--- src/rtl/pipe_ctrl_pkg.sv ---
// rtl/pipe_ctrl_pkg.sv - shared constants for the pipeline decode/hazard control path
// Purpose: opcode constants, ID/EX control-word bit indices and the hazard FSM
//          state encoding shared by hazard_detect and hazard_ctrl.
// Ports:   none (package).
package pipe_ctrl_pkg;

  localparam logic [5:0] OP_RTYPE = 6'b000000;
  localparam logic [5:0] OP_LW    = 6'b100011;
  localparam logic [5:0] OP_SW    = 6'b101011;
  localparam logic [5:0] OP_BEQ   = 6'b000100;
  localparam logic [5:0] OP_NOP   = 6'b100000;

  localparam int CTR_W        = 9;
  localparam int CTR_REGDST   = 8;
  localparam int CTR_ALUOP_HI = 7;
  localparam int CTR_ALUOP_LO = 6;
  localparam int CTR_ALUSRC   = 5;
  localparam int CTR_BRANCH   = 4;
  localparam int CTR_MEMREAD  = 3;
  localparam int CTR_MEMWRITE = 2;
  localparam int CTR_REGWRITE = 1;
  localparam int CTR_MEMTOREG = 0;

  typedef enum logic {
    ST_RUN   = 1'b0,
    ST_STALL = 1'b1
  } hz_state_e;

  // Only R-type, sw and beq read rt as a source operand.
  function automatic logic op_uses_rt(input logic [5:0] op);
    return (op == OP_RTYPE) || (op == OP_SW) || (op == OP_BEQ);
  endfunction

  // Everything except the NOP encoding reads rs.
  function automatic logic op_uses_rs(input logic [5:0] op);
    return op != OP_NOP;
  endfunction

endpackage

--- src/rtl/hazard_detect.sv ---
// rtl/hazard_detect.sv - combinational load-use hazard detection
// Purpose: decodes which source registers the IF/ID instruction reads and
//          compares them against the load destination held in ID/EX.
// Ports:   id_opcode_i/id_rs_i/id_rt_i  IF/ID instruction fields
//          ex_memread_i, ex_rt_i        ID/EX load flag and destination
//          hazard_o                     load-use hazard present this cycle
module hazard_detect
  import pipe_ctrl_pkg::*;
(
  input  logic [5:0] id_opcode_i,
  input  logic [4:0] id_rs_i,
  input  logic [4:0] id_rt_i,
  input  logic       ex_memread_i,
  input  logic [4:0] ex_rt_i,
  output logic       hazard_o
);

  logic use_rs;
  logic use_rt;

  assign use_rs = op_uses_rs(id_opcode_i);
  assign use_rt = op_uses_rt(id_opcode_i);

  // $zero is never a real dependency, even if a load targets it.
  assign hazard_o = ex_memread_i && (ex_rt_i != 5'd0) &&
                    ((use_rs && (ex_rt_i == id_rs_i)) ||
                     (use_rt && (ex_rt_i == id_rt_i)));

endmodule

--- src/rtl/hazard_ctrl.sv ---
// rtl/hazard_ctrl.sv - load-use stall and branch flush controller
// Purpose: stalls PC and IF/ID and bubbles ID/EX on a load-use hazard for
//          LOAD_DELAY cycles; flushes younger stages on a taken branch in MEM.
//          Optional perf counters are built only with HAZARD_PERF_EN defined.
// Ports:   clk, rst (sync, active-high)
//          id_opcode/id_rs/id_rt, ex_ctr_bits/ex_rt, mem_branch_taken  inputs
//          pc_write, if_id_write, ctr_zero                             stall controls
//          if_id_flush, id_ex_flush, ex_mem_flush                      flush controls
//          stall_active                                                registered STALL flag
//          stall_count, flush_count                                    perf counters
module hazard_ctrl
  import pipe_ctrl_pkg::*;
#(
  parameter int LOAD_DELAY = 1,
  parameter int CNT_W      = 16
) (
  input  logic             clk,
  input  logic             rst,
  input  logic [5:0]       id_opcode,
  input  logic [4:0]       id_rs,
  input  logic [4:0]       id_rt,
  input  logic [8:0]       ex_ctr_bits,
  input  logic [4:0]       ex_rt,
  input  logic             mem_branch_taken,
  output logic             pc_write,
  output logic             if_id_write,
  output logic             ctr_zero,
  output logic             if_id_flush,
  output logic             id_ex_flush,
  output logic             ex_mem_flush,
  output logic             stall_active,
  output logic [CNT_W-1:0] stall_count,
  output logic [CNT_W-1:0] flush_count
);

  localparam int SCW = $clog2(LOAD_DELAY + 1);

  hz_state_e      state_q, state_d;
  logic [SCW-1:0] stall_cnt_q, stall_cnt_d;
  logic           hazard;
  logic           unused_ctr;

  // Only MemRead matters for hazard detection.
  assign unused_ctr = ^{ex_ctr_bits[8:4], ex_ctr_bits[2:0]};

  hazard_detect u_detect (
    .id_opcode_i  (id_opcode),
    .id_rs_i      (id_rs),
    .id_rt_i      (id_rt),
    .ex_memread_i (ex_ctr_bits[CTR_MEMREAD]),
    .ex_rt_i      (ex_rt),
    .hazard_o     (hazard)
  );

  always_ff @(posedge clk) begin
    if (rst) begin
      state_q     <= ST_RUN;
      stall_cnt_q <= '0;
    end else begin
      state_q     <= state_d;
      stall_cnt_q <= stall_cnt_d;
    end
  end

  always_comb begin
    state_d      = state_q;
    stall_cnt_d  = stall_cnt_q;
    pc_write     = 1'b1;
    if_id_write  = 1'b1;
    ctr_zero     = 1'b0;
    if_id_flush  = 1'b0;
    id_ex_flush  = 1'b0;
    ex_mem_flush = 1'b0;
    if (!rst) begin
      if (mem_branch_taken) begin
        // A taken branch wins over any stall: the stalled instruction is squashed anyway.
        if_id_flush  = 1'b1;
        id_ex_flush  = 1'b1;
        ex_mem_flush = 1'b1;
        state_d      = ST_RUN;
        stall_cnt_d  = '0;
      end else if (state_q == ST_STALL) begin
        pc_write    = 1'b0;
        if_id_write = 1'b0;
        ctr_zero    = 1'b1;
        stall_cnt_d = stall_cnt_q - SCW'(1);
        if (stall_cnt_q == SCW'(1)) begin
          state_d = ST_RUN;
        end
      end else if (hazard) begin
        pc_write    = 1'b0;
        if_id_write = 1'b0;
        ctr_zero    = 1'b1;
        // The detecting cycle is the first stall cycle; STALL covers the rest.
        if (LOAD_DELAY > 1) begin
          state_d     = ST_STALL;
          stall_cnt_d = SCW'(LOAD_DELAY - 1);
        end
      end
    end
  end

  assign stall_active = (state_q == ST_STALL);

`ifdef HAZARD_PERF_EN
  logic [CNT_W-1:0] stall_count_q;
  logic [CNT_W-1:0] flush_count_q;

  always_ff @(posedge clk) begin
    if (rst) begin
      stall_count_q <= '0;
      flush_count_q <= '0;
    end else begin
      if (!pc_write && (stall_count_q != '1)) begin
        stall_count_q <= stall_count_q + CNT_W'(1);
      end
      if (mem_branch_taken && (flush_count_q != '1)) begin
        flush_count_q <= flush_count_q + CNT_W'(1);
      end
    end
  end

  assign stall_count = stall_count_q;
  assign flush_count = flush_count_q;
`else
  assign stall_count = '0;
  assign flush_count = '0;
`endif

endmodule

--- config.mk ---
export PLATFORM = sky130hd
export DESIGN_NAME = hazard_ctrl
export DESIGN_NICKNAME = d
export VERILOG_FILES = /design/src/rtl/pipe_ctrl_pkg.sv /design/src/rtl/hazard_detect.sv /design/src/rtl/hazard_ctrl.sv
export SDC_FILE = /design/constraint.sdc
export NUM_CORES = 1
export LEC_CHECK = 0
export ABC_AREA = 1
export CAP_MARGIN = 15
export CORE_ASPECT_RATIO = 1.4
export CORE_UTILIZATION = 26
export DETAILED_ROUTE_END_ITERATION = 10
export PLACE_DENSITY = 0.8
export SLEW_MARGIN = 40
export SYNTH_ARGS = -nofsm -noshare
export SYNTH_HDL_FRONTEND = slang
export SYNTH_HIERARCHICAL = 1
export SYNTH_SLANG_ARGS = --single-unit
--- constraint.sdc ---
create_clock -name clk -period 1.5 [get_ports clk]
set_input_delay 0.375 -clock clk [delete_from_list [all_inputs] [get_ports clk]]
set_output_delay 0.375 -clock clk [all_outputs]
set_load 0.005 [all_outputs]
**Word level (Yosys, flattened, before mapping)**

Index checks and enable logic that the tools add are counted.

- Flip-flop bits (word level): 2
- Output and inout port bits: 39
- Logic and storage cells: 31
- Input bits: 33

- Reduce and logical (&&, ||, !) cells: 11
- Equality and inequality tests: 5
- Add/subtract/negate cells: 1
- Multiplexer cells: 11
- Bitwise operators: 1

Operators with widths:

| kind | number |
|---|---|
| $mux 1 | 11 |
| $eq 5x5->1 | 2 |
| $eq 6x3->1 const B | 1 |
| $eq 6x6->1 const B | 1 |
| $logic_not 6->1 | 1 |
| $ne 6x6->1 const B | 1 |
| $reduce_bool 5->1 | 1 |
| $logic_and 1x1->1 | 4 |
| $logic_or 1x1->1 | 3 |
| $reduce_or 3->1 | 1 |
| $reduce_or 2->1 | 1 |
| $not 1->1 | 1 |
| $sub 1x1->1 const B | 1 |

**Depth between registers and ports, before layout**

- Depth after elaboration: 10
- Depth in mapped cells: 10
- Gate-level depth less buffers: 10

**By module**

Netlist, hierarchy kept.

Modules (own cells, without submodules):

| module | area an instance (µm²) | sequential area each (µm²) | times used | cells an instance |
|---|---|---|---|---|
| hazard_ctrl | 362.8 | 40.0 | 1 | 51 |
| hazard_detect | 221.5 | 0.0 | 1 | 46 |

**Worst setup path before layout**

OpenSTA, ideal clock, no wires.

- Path type: in2out
- Start point: input port id_opcode[3]
- End point: output port pc_write
- Buffers on the path: 1
- Path slack: 31 ps
- Cell stages on the path: 9
- Arrival time: 1094 ps
- Required time: 1125 ps
- Cell sequence: nor2_1 > nand3_1 > nand2_1 > nand2_1 > nor2_1 > nor2_1 > nor2_1 > o21ai_2 > buf_4

- Cells in the longest elaborated chain, start to end: 10
- Elaborated cells between the ends (all ways): 14
- Those cells by class: eq/ne: 3; mux: 4; reduce/logical: 7

Ends and longest elaborated chain:

| item | line | text |
|---|---|---|
| from (decl) | hazard_ctrl.sv:19 | `input logic [5:0] id_opcode,` |
| $eq 6x6->1 or $logic_not 6->1 (tied branches) | pipe_ctrl_pkg.sv:31 | `return (op == OP_RTYPE) \|\| (op == OP_SW) \|\| (op == OP_BEQ);` |
| $logic_or 1x1->1 (2 in a row) | pipe_ctrl_pkg.sv:31 |  |
| $logic_and 1x1->1 | hazard_detect.sv:27 | `(use_rt && (ex_rt_i == id_rt_i)));` |
| $logic_or 1x1->1 (*) | hazard_detect.sv:26 | `((use_rs && (ex_rt_i == id_rs_i)) \|\|` |
| $logic_and 1x1->1 (*) | hazard_detect.sv:25 | `assign hazard_o = ex_memread_i && (ex_rt_i != 5'd0) &&` |
| net hazard | hazard_ctrl.sv:40 | `logic hazard;` |
| $mux 1 (*) (4 in a row) | - |  |
| to (decl) | hazard_ctrl.sv:25 | `output logic pc_write,` |

Mark *: on every way through the listed nets, which the timed path passes. The rest lies on a longest branch.

**Worst setup path after layout**

- Start point: input port id_rs[3]
- End point: output port ctr_zero

- Cells in the longest elaborated chain, start to end: 8

Ends and longest elaborated chain:

| item | line | text |
|---|---|---|
| from (decl) | hazard_ctrl.sv:20 | `input logic [4:0] id_rs,` |
| $eq 5x5->1 | hazard_detect.sv:26 |  |
| $logic_and 1x1->1 | hazard_detect.sv:26 |  |
| $logic_or 1x1->1 | hazard_detect.sv:26 |  |
| $logic_and 1x1->1 | hazard_detect.sv:25 |  |
| net hazard | hazard_ctrl.sv:40 |  |
| $mux 1 | hazard_ctrl.sv:90 | `end else if (hazard) begin` |
| $mux 1 | hazard_ctrl.sv:82 | `end else if (state_q == ST_STALL) begin` |
| $mux 1 | hazard_ctrl.sv:75 | `if (mem_branch_taken) begin` |
| $mux 1 | hazard_ctrl.sv:74 | `if (!rst) begin` |
| to (decl) | hazard_ctrl.sv:27 | `output logic ctr_zero,` |

The timed path passes the listed nets, and every way through them passes these cells.

==> run_results.csv <==
group,metric,value,unit
status,status,"complete, but fails checks",
status,failed_checks,"setup timing",
final_layout,layout_common_cells,"conb_1, nand2_1, buf_2",
timing,fin_crit_sh,110,%
final_layout,mostFrequentLayoutCell,"conb_1",
synthesis,ys_ff_latch,2,
timing,setup_viol,3,
critical_path,crit_fanout,3,
grt,use_met2,21.7,%
clock_tree,clock_latency,0.22,ns
timing,layout_min_cycle_time,1.65,ns
timing,skew,0.000992,ns
timing,holdWs,0.538,ns
final_layout,final_core_util,41.2,%
clock_tree,cts_tree,"done",
timing,setup_ws,-0.153,ns
clock_tree,htree_levels,1,
timing,finalHoldViolCount,0,
floorplan,core_area,2040,um^2
synthesis,yosysWarningCount,6,
final_layout,diodes,0,
flow_run,cap_viol_max_count,0,
routing,num_vias,572,
grt,grt_usage,10.5,%
floorplan,die_y,58.1,um
clock_tree,cts.path.max_buffers,2,
final_layout,syn_to_final_growth,44.1,%
grt,grt_use_met1,9.06,%
clock_tree,cts_buffers,3,
critical_path,required,1.12,ns
final_layout,fillerInstances,230,
critical_path,worst_ep_arrival_time,1.28,ns
routing,drtPass1Iterations,3,
synthesis,ys_seq_area_share,6.85,%
synthesis,synthTopCellsByArea,"buf_4, nand2_1, nor2_1, xnor2_1, dfxtp_1",
pwr,leakagePower,0.482,nW
timing,rsz0062_at_grt,"yes",
routing,drt-initial-drc-count,11,
critical_path,critPathCaptureType,"output pin",
synthesis,synth_top_area_cell,"buf_4",
synthesis,syn_area,584,um^2
floorplan,num_io_pins,72,
floorplan,die_x,42.1,um
clock_tree,clock-sinks,2,
final_layout,final_nets,164,
floorplan,dieArea,2440,um^2
grt,grt_antenna_before_repair,0,
timing,final-max-slew-violation-count,0,
grt,gr-total-overflow,0,
synthesis,synth_top_area_share,45.0,%
grt,grt_most_used_layer,"met2",
routing,antenna_left,0,
placement,port_buffers,31,
routing,wl,1350,um
pwr,ir_worst_vdd,195,uV
placement,dp.cells,147,
synthesis,syn_inst,97,
routing,vias_per_cell,3.81,
synthesis,yosysUniqueCellTypes,15,
placement,globalplace.congestion,0.733,
synthesis,synth_area_per_cell,6.02,um^2
timing,fmax,0.605,GHz
routing,drc_errors,0,
routing,routedWlPerCell,8.97,um
final_layout,layout-drive-gt1-share,41.1,%
grt,grt.met3_usage,2.49,%
floorplan,num_rows,19,
clock_tree,post_cts_buffers,0,
clock_tree,path_clk_slew,0.03,ns
clock_tree,cts_root_buf,"clkbuf_4",
final_layout,final_cells,150,
floorplan,start_util,28.6,%
clock_tree,cts_hold_buf,0,
pwr,powerDensity,403,nW/um^2
critical_path,crit_type,"in2out",
grt,grt_max_degree,5,
grt,grt_pass1_wl,1990,um
critical_path,startpoint_type,"input pin",
grt,grt_pass1_vias,542,
worst_hold_path,hp-class,"reg2reg",
placement,dp_hpwl,1070,um
## cells by family after synthesis
kind of cell / count (synthesis) / synth area share [%]
XOR/XNOR: 7 / 10.5
other: 1 / 0.642
flip-flops: 2 / 6.85
AND/OR/NAND/NOR: 39 / 27.8
AO/OA/AOI/OAI: 1 / 1.50
buffers and inverters: 47 / 52.7
## power breakdown
group / internal [mW] / switching (mW) / total, mW
Clock: 0.0882 / 0.0296 / 0.118
Combinational: 0.0870 / 0.0810 / 0.168
Sequential: 0.0536 / 0 / 0.0536
## layer usage
metal,share of wire (%),up-vias
met2,60,39
li1,-,285
met1,28,248
met4,0,0
met5,0,-
met3,12,0
## cell usage after synthesis
library cell  number
buf_4             35
clkinv_1           1
conb_1             1
dfxtp_1            2
inv_1              9
inv_2              2
nand2_1           16
nand3_1            4
nand3_2            1
nor2_1            16
nor2_2             1
nor4_1             1
o21ai_2            1
xnor2_1            6
xor2_1             1
## area by class of cell
class	count	area, um^2	area share, %
clock buffer	3	22.5	2.67
timing repair buffer	33	287	34.0
multi-input combinational	79	415	49.3
inverter	12	50.0	5.94
tap	21	26.3	3.12
sequential	2	41.3	4.90
## registers in the layout, summed over array words and instances (netlist names)
signal	flops
stall_cnt_q	1
stall_active	1
## critical path: stages
cell	delay (ns)
clkdlybuf4s15_2	0.19
xnor2_2	0.14
nand3_2	0.08
nor2_1	0.10
nor2_1	0.05
nor2_1	0.11
o21ai_2	0.08
inv_1	0.05
buf_2	0.10
## repair_timing
item,4_1_cts,5_1_grt
endpoints found under the setup margin,7,3
gates resized for setup,119,18
pin swaps,30,16
cloned,0,0
## through the flow
step	power, mW	cell area [um^2]	TNS, ns	worst slack, ns
2_1_floorplan	0.181	701	0	0.0312
3_3_place_gp	0.206	790	-4.12	-0.954
3_5_place_dp	0.209	790	-4.27	-0.987
4_1_cts	0.331	795	-0.568	-0.206
5_1_grt	0.370	842	-0.705	-0.261
6_report	0.339	842	-0.416	-0.153
## final timing paths
check	start	endpoint	slack, ns	cells after the start
hold / removal	stall_cnt_q	stall_active	0.54	3
setup reg to reg	stall_active	stall_cnt_q	0.81	4
setup / recovery	id_rs[3]	ctr_zero	-0.15	9
hold reg to reg	stall_cnt_q	stall_active	0.54	3
(Power assumes the default switching activity.)
